File: src/rtl/key_entry_buffer.sv
// Debounced keypad front end: builds a BCD entry and commits it over valid/ready.
// Optional auto-repeat of held digit keys is enabled by defining KEY_REPEAT_EN.
module key_entry_buffer #(
    parameter int unsigned DEBOUNCE_SCANS = 4,
    parameter int unsigned DIGITS         = 4,
    parameter int unsigned REPEAT_SCANS   = 32
) (
    input  logic                clk,
    input  logic                rst,
    input  logic [15:0]         key,
    input  logic                tc,
    output logic                code_valid,
    output logic [3:0]          code,
    output logic [4*DIGITS-1:0] entry,
    output logic [3:0]          count,
    output logic                err,
    output logic [4*DIGITS-1:0] value,
    output logic                value_valid,
    input  logic                value_ready
);
    localparam logic [3:0]  LP_DB  = 4'(DEBOUNCE_SCANS);
    localparam logic [3:0]  LP_DIG = 4'(DIGITS);
    // Nibble k holds the code of key bit k.
    localparam logic [63:0] LP_MAP = 64'hDF0E_C987_B654_A321;

    if (DEBOUNCE_SCANS < 2 || DEBOUNCE_SCANS > 15 || DIGITS < 1 || DIGITS > 8 ||
        REPEAT_SCANS < 4) begin : g_bad_param
        $error("key_entry_buffer: parameter out of range");
    end

    typedef enum logic {S_IDLE, S_HELD} state_t;
    state_t r_state, w_state_nx;

    logic                r_armed;
    logic [15:0]         r_prev;
    logic [3:0]          r_stable, w_stable_nx;
    logic                w_tc, w_accept, w_onehot;
    logic [3:0]          w_map_code;
    logic                w_fire;
    logic [3:0]          w_fire_code;
    logic                r_code_valid, r_err, r_value_valid;
    logic [3:0]          r_code, r_count;
    logic [4*DIGITS-1:0] r_entry, r_value;
    logic [4*DIGITS+3:0] w_cat;

    assign w_tc     = tc & r_armed;
    assign w_onehot = (key != '0) && ((key & (key - 16'd1)) == '0);

    always_comb begin
        w_map_code = '0;
        for (int unsigned i = 0; i < 16; i++) begin
            if (key[i]) w_map_code = LP_MAP[4*i +: 4];
        end
    end

    always_comb begin
        if (key != r_prev)          w_stable_nx = 4'd1;
        else if (r_stable == 4'hF)  w_stable_nx = 4'hF;
        else                        w_stable_nx = r_stable + 4'd1;
    end

    // Acceptance fires only on the scan where the run first reaches the threshold.
    assign w_accept = w_tc && (w_stable_nx == LP_DB) && (r_stable != LP_DB);

`ifdef KEY_REPEAT_EN
    localparam logic [15:0] LP_REP_FIRST = 16'(REPEAT_SCANS);
    localparam logic [15:0] LP_REP_NEXT  = 16'(REPEAT_SCANS / 4);

    logic        r_rep_on, r_rep_first;
    logic [15:0] r_rep_cnt, w_rep_cnt_nx;
    logic [3:0]  r_held_code;
    logic        w_rep_fire;

    assign w_rep_cnt_nx = r_rep_cnt + 16'd1;
    assign w_rep_fire   = w_tc && r_rep_on &&
                          (w_rep_cnt_nx == (r_rep_first ? LP_REP_FIRST : LP_REP_NEXT));

    always_ff @(posedge clk or posedge rst) begin
        if (rst) begin
            r_rep_on    <= 1'b0;
            r_rep_first <= 1'b1;
            r_rep_cnt   <= '0;
            r_held_code <= '0;
        end else if (w_tc) begin
            if (w_accept) begin
                r_rep_cnt   <= '0;
                r_rep_first <= 1'b1;
                r_rep_on    <= (r_state == S_IDLE) && w_onehot && (w_map_code <= 4'd9);
                if (r_state == S_IDLE) r_held_code <= w_map_code;
            end else if (w_rep_fire) begin
                r_rep_cnt   <= '0;
                r_rep_first <= 1'b0;
            end else if (r_rep_on) begin
                r_rep_cnt   <= w_rep_cnt_nx;
            end
        end
    end
`endif

    always_ff @(posedge clk or posedge rst) begin
        if (rst) r_state <= S_IDLE;
        else     r_state <= w_state_nx;
    end

    always_comb begin
        w_state_nx  = r_state;
        w_fire      = 1'b0;
        w_fire_code = w_map_code;
        if (w_accept) begin
            case (r_state)
                S_IDLE: if (w_onehot) begin
                    w_state_nx = S_HELD;
                    w_fire     = 1'b1;
                end
                S_HELD: if (!w_onehot) w_state_nx = S_IDLE;
            endcase
        end
`ifdef KEY_REPEAT_EN
        else if (w_rep_fire) begin
            w_fire      = 1'b1;
            w_fire_code = r_held_code;
        end
`endif
    end

    always_ff @(posedge clk or posedge rst) begin
        if (rst) begin
            r_armed  <= 1'b0;
            r_prev   <= '0;
            r_stable <= '0;
        end else begin
            r_armed <= 1'b1;
            if (w_tc) begin
                r_prev   <= key;
                r_stable <= w_stable_nx;
            end
        end
    end

    assign w_cat = {r_entry, w_fire_code};

    always_ff @(posedge clk or posedge rst) begin
        if (rst) begin
            r_code_valid  <= 1'b0;
            r_code        <= '0;
            r_err         <= 1'b0;
            r_entry       <= '0;
            r_count       <= '0;
            r_value       <= '0;
            r_value_valid <= 1'b0;
        end else begin
            r_code_valid <= 1'b0;
            r_err        <= 1'b0;
            if (r_value_valid && value_ready) r_value_valid <= 1'b0;
            if (w_fire) begin
                r_code_valid <= 1'b1;
                r_code       <= w_fire_code;
                if (w_fire_code <= 4'd9) begin
                    if (r_count < LP_DIG) begin
                        r_entry <= w_cat[4*DIGITS-1:0];
                        r_count <= r_count + 4'd1;
                    end else begin
                        r_err <= 1'b1;
                    end
                end else begin
                    case (w_fire_code)
                        4'hA: if (r_count != '0) begin
                            r_entry <= r_entry >> 4;
                            r_count <= r_count - 4'd1;
                        end else begin
                            r_err <= 1'b1;
                        end
                        4'hE: begin
                            r_entry <= '0;
                            r_count <= '0;
                        end
                        4'hF: if (r_count != '0 && (!r_value_valid || value_ready)) begin
                            r_value       <= r_entry;
                            r_value_valid <= 1'b1;
                            r_entry       <= '0;
                            r_count       <= '0;
                        end else begin
                            r_err <= 1'b1;
                        end
                        default: ;
                    endcase
                end
            end
        end
    end

    assign code_valid  = r_code_valid;
    assign code        = r_code;
    assign err         = r_err;
    assign entry       = r_entry;
    assign count       = r_count;
    assign value       = r_value;
    assign value_valid = r_value_valid;
endmodule
File: config.mk
export PLATFORM = sky130hd
export DESIGN_NAME = key_entry_buffer
export DESIGN_NICKNAME = d
export VERILOG_FILES = /design/src/rtl/key_entry_buffer.sv
export SDC_FILE = /design/constraint.sdc
export NUM_CORES = 1
export LEC_CHECK = 0
export BUFFER_PORTS_ARGS = -buffer_cell sky130_fd_sc_hd__buf_2
export CAP_MARGIN = 0
export CORE_MARGIN = 4
export CORE_UTILIZATION = 52
export CTS_BUF_LIST = sky130_fd_sc_hd__clkbuf_8 sky130_fd_sc_hd__clkbuf_16
export CTS_CLUSTER_SIZE = 8
export DETAILED_ROUTE_END_ITERATION = 16
export GPL_TIMING_DRIVEN = 0
export PLACE_DENSITY = 0.73
export SLEW_MARGIN = 20
export SYNTH_ARGS = -nofsm -noshare
export SYNTH_HDL_FRONTEND = slang
export SYNTH_SLANG_ARGS = --single-unit
File: constraint.sdc
create_clock -name clk -period 4.8 [get_ports clk]
set_clock_uncertainty 0.05 [all_clocks]
set_input_delay 0.96 -clock clk [delete_from_list [all_inputs] [get_ports clk]]
set_output_delay 0.96 -clock clk [all_outputs]
set_load 0.05 [all_outputs]
# Word level (Yosys, flattened, before mapping)
# Index checks and enable logic that the tools add are counted.
[classes] n_addsub=4 magnitude_cmp=2 eq_ne=10 n_mux=43 bitwise_logic=3 n_reduce_logical=13
[ops] op="$mux 4" n=20
[ops] op="$mux 16" n=4
[ops] op="$pmux 16 s3" n=1
[ops] op="$and 16x16->16" n=1
[ops] op="$eq 4x4->1 const B" n=4
[ops] op="$logic_not 16->1" n=1
[ops] op="$ne 16x16->1" n=1
[ops] op="$reduce_bool 16->1" n=1
[ops] op="$sub 16x1->16 const B" n=1
[ops] op="$mux 1" n=15
[ops] op="$pmux 4 s3" n=1
[ops] op="$add 4x1->4 const B" n=2
[ops] op="$reduce_bool 4->1" n=2
[ops] op="$ne 3x3->1 const B" n=2
[ops] op="$logic_and 1x1->1" n=5
[ops] op="$reduce_and 5->1" n=1
[ops] op="$eq 4x3->1 const B" n=1
[ops] op="$le 4x4->1 const B" n=1
[ops] op="$lt 4x3->1 const B" n=1
[ops] op="$ne 4x3->1 const B" n=1
[ops] op="$reduce_and 4->1" n=1
[ops] op="$sub 4x1->4 const B" n=1
[ops] op="$mux 2" n=1
[ops] op="$ne 2x1->1 const B" n=1
[ops] op="5 further kinds" n=5
[totals] register_bits=65 inputBits=20 out_inout_bits=43

# Longest topological paths before layout
# Gate-level depths: netlist (run 1).
[depth] word_depth=20 ltp_mapped=11 depth_no_buf=9

# Worst setup path after synthesis (run 1)
# OpenSTA, ideal clock, no wires.
[synth_path] path_kind="input port to flip-flop" from="input port key[10]" to="register r_value[0], in the netlist value[0]" setup_time_ns=0.125 t_arrival_ns=3.580 setup_slack_ns=1.045 cell_stages=10 path_buffers=3 cell_sequence="clkbuf_1 or4_4 o41ai_2 o311ai_1 a2111oi_4 and4_4 and4b_1 buf_4 buf_12 mux2_4"
[synth_via] elab_chain_cells=9
[synth_rtl] element="start: declaration" line_no="10" text="input logic [15:0] key,"
[synth_rtl] element="parallel branches: the longest is 8 deep, another holds $sub 16x1->16"
[synth_rtl] element="$reduce_and 4->1 (no line) (*)"
[synth_rtl] element="end signal: assignment" line_no="178" text="r_value <= r_entry;"
[synth_rtl] element="end: declaration" line_no="43" text="logic [4*DIGITS-1:0] r_entry, r_value;"
# Mark *: on every way between the ends.
# A chain may end at the register's enable or synchronous reset.

# Worst setup path in the final report (run 1)
[layout_path] from="input port key[10]" to="register r_value[6], in the netlist value[6]"
# Same word-level chain as after synthesis.

==> summary.txt, run 1 <==
Clocking
  – CTS tree: built
  – CTS Hold Bufs: 0
  – Longest Clk Path Bufs: 2
  – Post_cts resized: 0
  – CTS sink cnt: 65
  – Worst-Skew Late Latency: 0.34 ns
  – CTS buffer count: 9
  – H-tree depth: 3
  – Clock root cell: clkbuf_8
  – Postcts setup bufs: 0
  – Clock-pin slew on the worst setup and hold paths: 0.08 ns

Detailed routing
  – Post-DRT Antenna Nets: 0
  – DR iter-0 viols: 194
  – TritonRoute pass-1 iters: 4
  – WL final: 8.32 mm
  – Vias after detailed routing: 2910
  – DRC violations left: 0
  – DR WL/cell: 15.8 µm
  – Via density: 5.52

Floorplanning
  – # rows: 30
  – Core Box Area: 6870 µm²
  – Starting Density: 54.2%
  – Vert. Die Dim: 92.6 µm
  – Die Wd: 92.6 µm
  – Die area: 8580 µm²
  – IO Pins: 63

Yosys
  – Ys async rst share: 100%
  – Ys flop type: dfrtp_1
  – Cell variety after synth: 61
  – Syn Std Cell Area: 3720 µm²
  – Seq/Total Area, Yosys: 43.7%
  – Post-synth top area share: 43.7%
  – Net Count, Synth: 386
  – Post-Synthesis Cells: 361
  – EDFF count, synth: 0
  – Synthesized flop and latch total: 65
  – Top post-synthesis cells by area: dfrtp_1 44%, mux2_1 4.8%, mux2_4 4.8%
  – YS warnings: 0
  – Syn_area_per_cell: 10.3 µm²
  – Cell taking the most area after synthesis: dfrtp_1

Final layout
  – Nets: 451
  – Final Cell Area: 4360 µm²
  – Diode count: 0
  – Commonest non-fill, non-tap cell in the layout: dfrtp_1
  – Share of cells above drive strength 1: 26.7%
  – Commonest cells after routing, fill and taps aside: 65 x dfrtp_1, 54 x buf_2, 37 x nand2_1
  – Post-Layout Cell Count: 527
  – Fill count: 583
  – Area Overhead vs Synth: 17.2%

Power and ir drop
  – Pwr Density: 283 nW/µm²
  – Leak: 2.13 nW
  – Worst VDD drop: 0.180 mV

STA
  – Final Slew Violations: 0
  – F_max: 0.270 GHz
  – Final Hold Vio Count: 0
  – Worst-margin pin slew: 0.680 ns
  – Final min period: 3.70 ns
  – Total negative slack: 0 ns
  – Slew HR: 54.5%
  – Period utilization: 77.1%
  – RSZ-0062 raised after global routing: false
  – Setup Viol. Count Final: 0

Hold path
  – Hold Crit Class: flop to flop
  – WHS Path Cells: 1

Placed design
  – Port Buffers: 53
  – DP Cell Count: 511
  – DP HPWL: 6.28 mm
  – Post-DP Area: 4140 µm²
  – Final GP Congestion: 0.857

Global route
  – Largest net degree at the start of global routing: 46
  – Total GRT Usage: 20.6%
  – Grt total ovfl: 0
  – First-pass GRT wire length: 14.0 mm
  – Vias in the first global route: 2816
  – Initial antenna violation count: 0

Critical path
  – FF-to-FF setup slack: 1.72 ns
  – CP required: 4.98 ns
  – Critical path startpoint category: input pin
  – Crit path from: key[10]
  – CP endpoint kind: flop
  – Reg2reg path depth: 9
  – R2r endpoint: value[6]$_DFFE_PP0P_
  – CP max FO: 10
  – Setup CP Type: input pin to flop
  – Worst flop-to-flop path startpoint: r_prev[14]$_DFFE_PP0P_
  – Setup crit end: value[6]$_DFFE_PP0P_
  – Critical path data arrival time: 3.88 ns

Run status
  – Run status: completed

Run
  – Max cap viols: 0
[cell usage after synthesis, drive strengths merged, types with 2 or more instances]
| cell type | number |
|---|---|
| dfrtp | 65 |
| mux2 | 43 |
| nand2 | 37 |
| o21ai | 25 |
| nor2 | 20 |
| inv | 18 |
| xor2 | 16 |
| clkbuf | 15 |
| nor4 | 10 |
| a21oi | 9 |
| mux2i | 9 |
| buf | 8 |
| nand2b | 8 |
| o31ai | 8 |
| ha | 5 |
| nor3 | 5 |
| or4 | 5 |
| nand3 | 4 |
| or2 | 4 |
| or3 | 4 |
| a211o | 3 |
| a31oi | 3 |
| and3 | 3 |
| o41ai | 3 |
| a21o | 2 |
| a311oi | 2 |
| nand4 | 2 |
| nor4b | 2 |
| o32ai | 2 |
[sequential cells by signal, indices dropped and copies added, names as in the netlist]
signal / cells
value: 16
r_stable: 4
code: 4
value_valid: 1
err: 1
code_valid: 1
count: 4
entry: 16
r_prev: 16
r_state: 1
r_armed: 1
[worst min path at each step]
| stage | endpoint | startpoint |
|---|---|---|
| floorplan | r_prev[2]$_DFFE_PP0P_ | r_prev[2]$_DFFE_PP0P_ |
| global placement | value[11]$_DFFE_PP0P_ | value[11]$_DFFE_PP0P_ |
| detailed placement | value[8]$_DFFE_PP0P_ | value[8]$_DFFE_PP0P_ |
| CTS | value[8]$_DFFE_PP0P_ | value[8]$_DFFE_PP0P_ |
| global route | value[9]$_DFFE_PP0P_ | value[9]$_DFFE_PP0P_ |
| finish | value[9]$_DFFE_PP0P_ | value[9]$_DFFE_PP0P_ |
[power breakdown]
part / internal (mW) / switching [mW]
combinational: 0.0503 / 0.0752
clock: 0.298 / 0.231
sequential: 0.567 / 0.0121
total: 0.916 / 0.318
[area by class of cell]
type	count	area [µm²]	area share, %
multi-input combinational	255	1890	43.3
clock inverter	7	103	2.35
clock buffer	9	124	2.84
timing repair buffer	54	293	6.71
inverter	18	70.1	1.61
sequential	65	1630	37.3
buffer	23	138	3.15
tap	96	120	2.75
[critical path: stages]
cell and delay [ns]:
clkbuf_1 0.18, or4_4 0.59, o41ai_2 0.39, o311ai_1 0.20, a2111oi_4 0.39, and4_4 0.32, and4b_1 0.19, buf_4 0.20
buf_12 0.16, mux2_4 0.30
[per-layer routing]
metal | vias to the layer above | track usage (%) | routed length (µm)
met5 | - | 0 | 0
met4 | 0 | 7.80 | 118
met3 | 9 | 4.22 | 590
met2 | 97 | 30.2 | 3660
met1 | 1378 | 30.0 | 3950
li1 | 1426 | - | -
[kinds of logic after synthesis]
family	count (synthesis)	synth area share (%)
and+or+nand+nor	110	15.3
AOI/OAI and AO/OA	71	13.3
DFF	65	43.7
muxes	52	16.6
buffers and inverters	41	5.51
xor gates and xnor gates	16	3.76
adders and majority gates	5	1.68
other	1	0.101
[metrics by stage]
| step | utilization [%] | hold WS [ns] | worst slack, ns | power [mW] |
|---|---|---|---|---|
| after detailed placement | 60.2 | 0.421 | 0.749 | 0.715 |
| after CTS | 63.5 | 0.439 | 1.12 | 1.24 |
| after global placement | 59.8 | 0.413 | 0.778 | 0.709 |
| final | 63.5 | 0.435 | 1.10 | 1.23 |
| after floorplan | - | 0.419 | 1.04 | 0.679 |
| after global routing | 63.5 | 0.462 | 0.947 | 1.29 |
Note: power is estimated with default switching activity, not from simulation.
==> inputs of run 2 (changes only) <==
- ABC_AREA: unset -> 1
- PLACE_DENSITY: 0.73 -> 0.72
- clock period: 4.8 -> 3.7 ns (I/O delays scaled with it)
==> run 2 against run 1 <==
  * Cell count increased by 40%
  * Die area increased by 5.1%
  * Count of clock-buffer cells in the layout unchanged
  * Hold slack got worse by 0.10 ns
  * Sequential share of layout area decreased by 2.0 points
  * Via count increased by 30%
  * Synthesized cell count increased by 55%
  * Non-clock buffer count increased by 1
  * Cell area increased by 5.7%
  * Largest power group unchanged
==> summary.txt, run 2 <==
Run status
  – Run status: completed

Clocking
  – Post_cts resized: 0 (unchanged)
  – Worst-Skew Late Latency: 0.34 ns (about the same)
  – Clock root cell: clkbuf_8
  – Postcts setup bufs: 0 (unchanged)
  – CTS buffer count: 9 (unchanged)
  – CTS sink cnt: 65 (unchanged)
  – CTS Hold Bufs: 0 (unchanged)
  – Longest Clk Path Bufs: 2 (unchanged)
  – Clock-pin slew on the worst setup and hold paths: 0.09 ns (about the same)
  – CTS tree: built
  – H-tree depth: 3 (unchanged)

STA
  – Worst-margin pin slew: 0.510 ns (-0.170 ns)
  – Final min period: 2.43 ns
  – Period utilization: 65.7%
  – Final Hold Vio Count: 0 (unchanged)
  – Slew HR: 66.0% (+12 points)
  – Final Slew Violations: 0 (unchanged)
  – Total negative slack: 0 ns (unchanged)
  – F_max: 0.411 GHz
  – Setup Viol. Count Final: 0 (unchanged)
  – RSZ-0062 raised after global routing: false
  – Hold_ws: 0.334 ns (-0.101 ns)

Critical path
  – CP max FO: 10 (unchanged)
  – R2r endpoint: value[3]$_DFFE_PP0P_
  – Critical path data arrival time: 2.62 ns (-1.26 ns)
  – Critical path startpoint category: input pin
  – Reg2reg path depth: 11 (+2)
  – CP required: 3.88 ns (-1.10 ns)
  – Setup CP Type: input pin to flop
  – FF-to-FF setup slack: 1.32 ns (-0.40 ns)
  – CP endpoint kind: flop
  – Worst flop-to-flop path startpoint: r_stable[0]$_DFFE_PP0P_

Floorplanning
  – IO Pins: 63 (unchanged)
  – Die area: 9020 µm² (+5.1%)
  – Core Box Area: 7290 µm² (+6.2%)
  – # rows: 31 (+3.3%)
  – Die Wd: 95.0 µm (+2.5%)
  – Starting Density: 53.9% (-0.28 points)
  – Vert. Die Dim: 95.0 µm (+2.5%)

Detailed routing
  – TritonRoute pass-1 iters: 5 (+1)
  – DR iter-0 viols: 250 (+29%)
  – DRC violations left: 0 (unchanged)
  – WL final: 9.84 mm (+18%)
  – Wl on met1: 4.76 mm (+20%)
  – DR WL/cell: 13.4 µm (-15%)
  – Top Metal Used: met4
  – Vias after detailed routing: 3781 (+30%)
  – Via density: 5.14 (-7.0%)
  – Post-DRT Antenna Nets: 0 (unchanged)
  – Wire length on met2: 4.35 mm (+19%)
  – Wire length on met3: 591 µm (+0.17%)

Placed design
  – Final GP Congestion: 0.911 (+6.3%)
  – Port Buffers: 62 (+17%)
  – DP HPWL: 7.56 mm (+20%)
  – DP Cell Count: 720 (+41%)

Final layout
  – Nets: 657 (+46%)
  – Share of cells above drive strength 1: 20.6% (-6.1 points)
  – Commonest non-fill, non-tap cell in the layout: nand2_1
  – Core Util, Final: 63.2% (-0.29 points)
  – Diode count: 0 (unchanged)
  – Commonest cells after routing, fill and taps aside: 208 x nand2_1, 69 x buf_2, 65 x inv_1, 65 x dfrtp_1, 48 x nor2_1
  – Area Overhead vs Synth: 17.3% (about the same)
  – Post-Layout Cell Count: 736 (+40%)

Hold path
  – Hold Crit Class: input pin to asynchronous set/reset pin

Yosys
  – Main combinational cell family by area after synthesis: simple AND/OR/NAND/NOR gates
  – Top cells by count, synth: 208 x nand2_1, 66 x inv_1, 65 x dfrtp_1, 48 x nor2_1
  – Cell variety after synth: 34 (-44%)
  – Cell taking the most area after synthesis: dfrtp_1
  – Count leader, synth: nand2_1
  – Synthesized flop and latch total: 65 (unchanged)
  – YS warnings: 0 (unchanged)
  – Ys flop type: dfrtp_1
  – Ys async rst share: 100% (unchanged)
  – Net Count, Synth: 583 (+51%)
  – Post-synth top area share: 41.4% (-2.3 points)
  – Top post-synthesis cells by area: dfrtp_1 41%, nand2_1 20%, inv_1 6.3%
  – Synthesized-area fraction occupied by adder cells: 1.59% (-0.089 points)
  – Post-Synthesis Cells: 558 (+55%)
  – Mux share of post-synthesis cell area: 0% (-17 points)
  – Post-Synth Simple-Gate Area: 33.8% (+19 points)
  – Seq/Total Area, Yosys: 41.4% (-2.3 points)
  – Syn Std Cell Area: 3930 µm² (+5.6%)
  – Synth Area in Compound Gates: 12.0% (-1.3 points)
  – Synthesized-area fraction occupied by xor and xnor cells: 1.34% (-2.4 points)
  – EDFF count, synth: 0 (unchanged)
  – Syn_area_per_cell: 7.05 µm² (-32%)

Power and ir drop
  – Leak: 2.57 nW (+20%)
  – Worst VDD drop: 0.200 mV (+11%)
  – Pwr Density: 360 nW/µm² (+27%)
  – Pwr Total: 1.66 mW (+34%)

Global route
  – Total GRT Usage: 23.4% (+2.8 points)
  – Largest net degree at the start of global routing: 36 (-22%)
  – First-pass GRT wire length: 16.5 mm (+18%)
  – Grt total ovfl: 0 (unchanged)
  – Vias in the first global route: 3562 (+26%)
  – Initial antenna violation count: 0 (unchanged)

Run
  – Max cap viols: 0 (unchanged)
run 2: cell count changes after synthesis, moves of 16 or more:
| cell | delta |
|---|---|
| o21ai_2 | +16 |
| nor2_1 | +28 |
| inv_1 | +48 |
| mux2_1 | -16 |
| nand2_1 | +171 |
| nand3_1 | +30 |
run 2: worst max-delay path by stage:
stage / from / to / depth (start not counted)
6_report: key[7] / value[3]$_DFFE_PP0P_ / 16
3_3_place_gp: rst / count[1]$_DFFE_PP0P_ / 2
3_5_place_dp: key[7] / value[3]$_DFFE_PP0P_ / 16
5_1_grt: key[9] / count[2]$_DFFE_PP0P_ / 16
2_1_floorplan: rst / code[0]$_DFFE_PP0P_ / 1
4_1_cts: key[7] / value[3]$_DFFE_PP0P_ / 16
run 2: cell type report:
cell class                      instances  area [µm²]
Sequential cell                        65        1630
Buffer                                 15         103
Fill cell                             696        2680
Clock inverter                          7         100
Inverter                               75         284
Multi-Input combinational cell        403        1920
Tap cell                               99         124
Timing Repair Buffer                   63         330
Clock buffer                            9         124
run 2: through the flow:
stage / instance area, µm² / worst slack [ns]
CTS: 4610 / 1.27
global route: 4610 / 1.05
finish: 4610 / 1.27
floorplan: 3930 / 1.28
detailed placement: 4390 / 0.918
global placement: 4370 / 0.439
run 2: worst max-delay path, cell delays in order:
cell and delay [ns]:
buf_2 0.15, nor2_1 0.15, nand2_1 0.11, nor2_1 0.15, nand2_1 0.07, nand2_1 0.09, nand2_1 0.06, nor2_1 0.09
nand2_1 0.06, nor2_2 0.12, nand3_4 0.14, nor2_8 0.22, nand3_4 0.14, buf_6 0.17, nand2_1 0.08, o21ai_2 0.05
run 2: kinds of logic after synthesis:
| kind of cell | after synthesis |
|---|---|
| buffers and inverters | 90 |
| AND/OR/NAND/NOR | 314 |
| AO/OA/AOI/OAI | 77 |
| XOR/XNOR | 6 |
| other | 1 |
| adder cells (fa/ha/maj) | 5 |
| flip-flops | 65 |
run 2: power by group:
group / switching [mW] / internal (mW) / total [mW]
registers: 0.0191 / 0.735 / 0.754
logic: 0.142 / 0.0658 / 0.208
clock network: 0.311 / 0.387 / 0.698
run 2: metal layers:
metal	up-vias	track usage, %
met5	-	0
met4	0	8.41
met3	15	3.67
met2	117	35.4
met1	1743	33.8
li1	1906	-
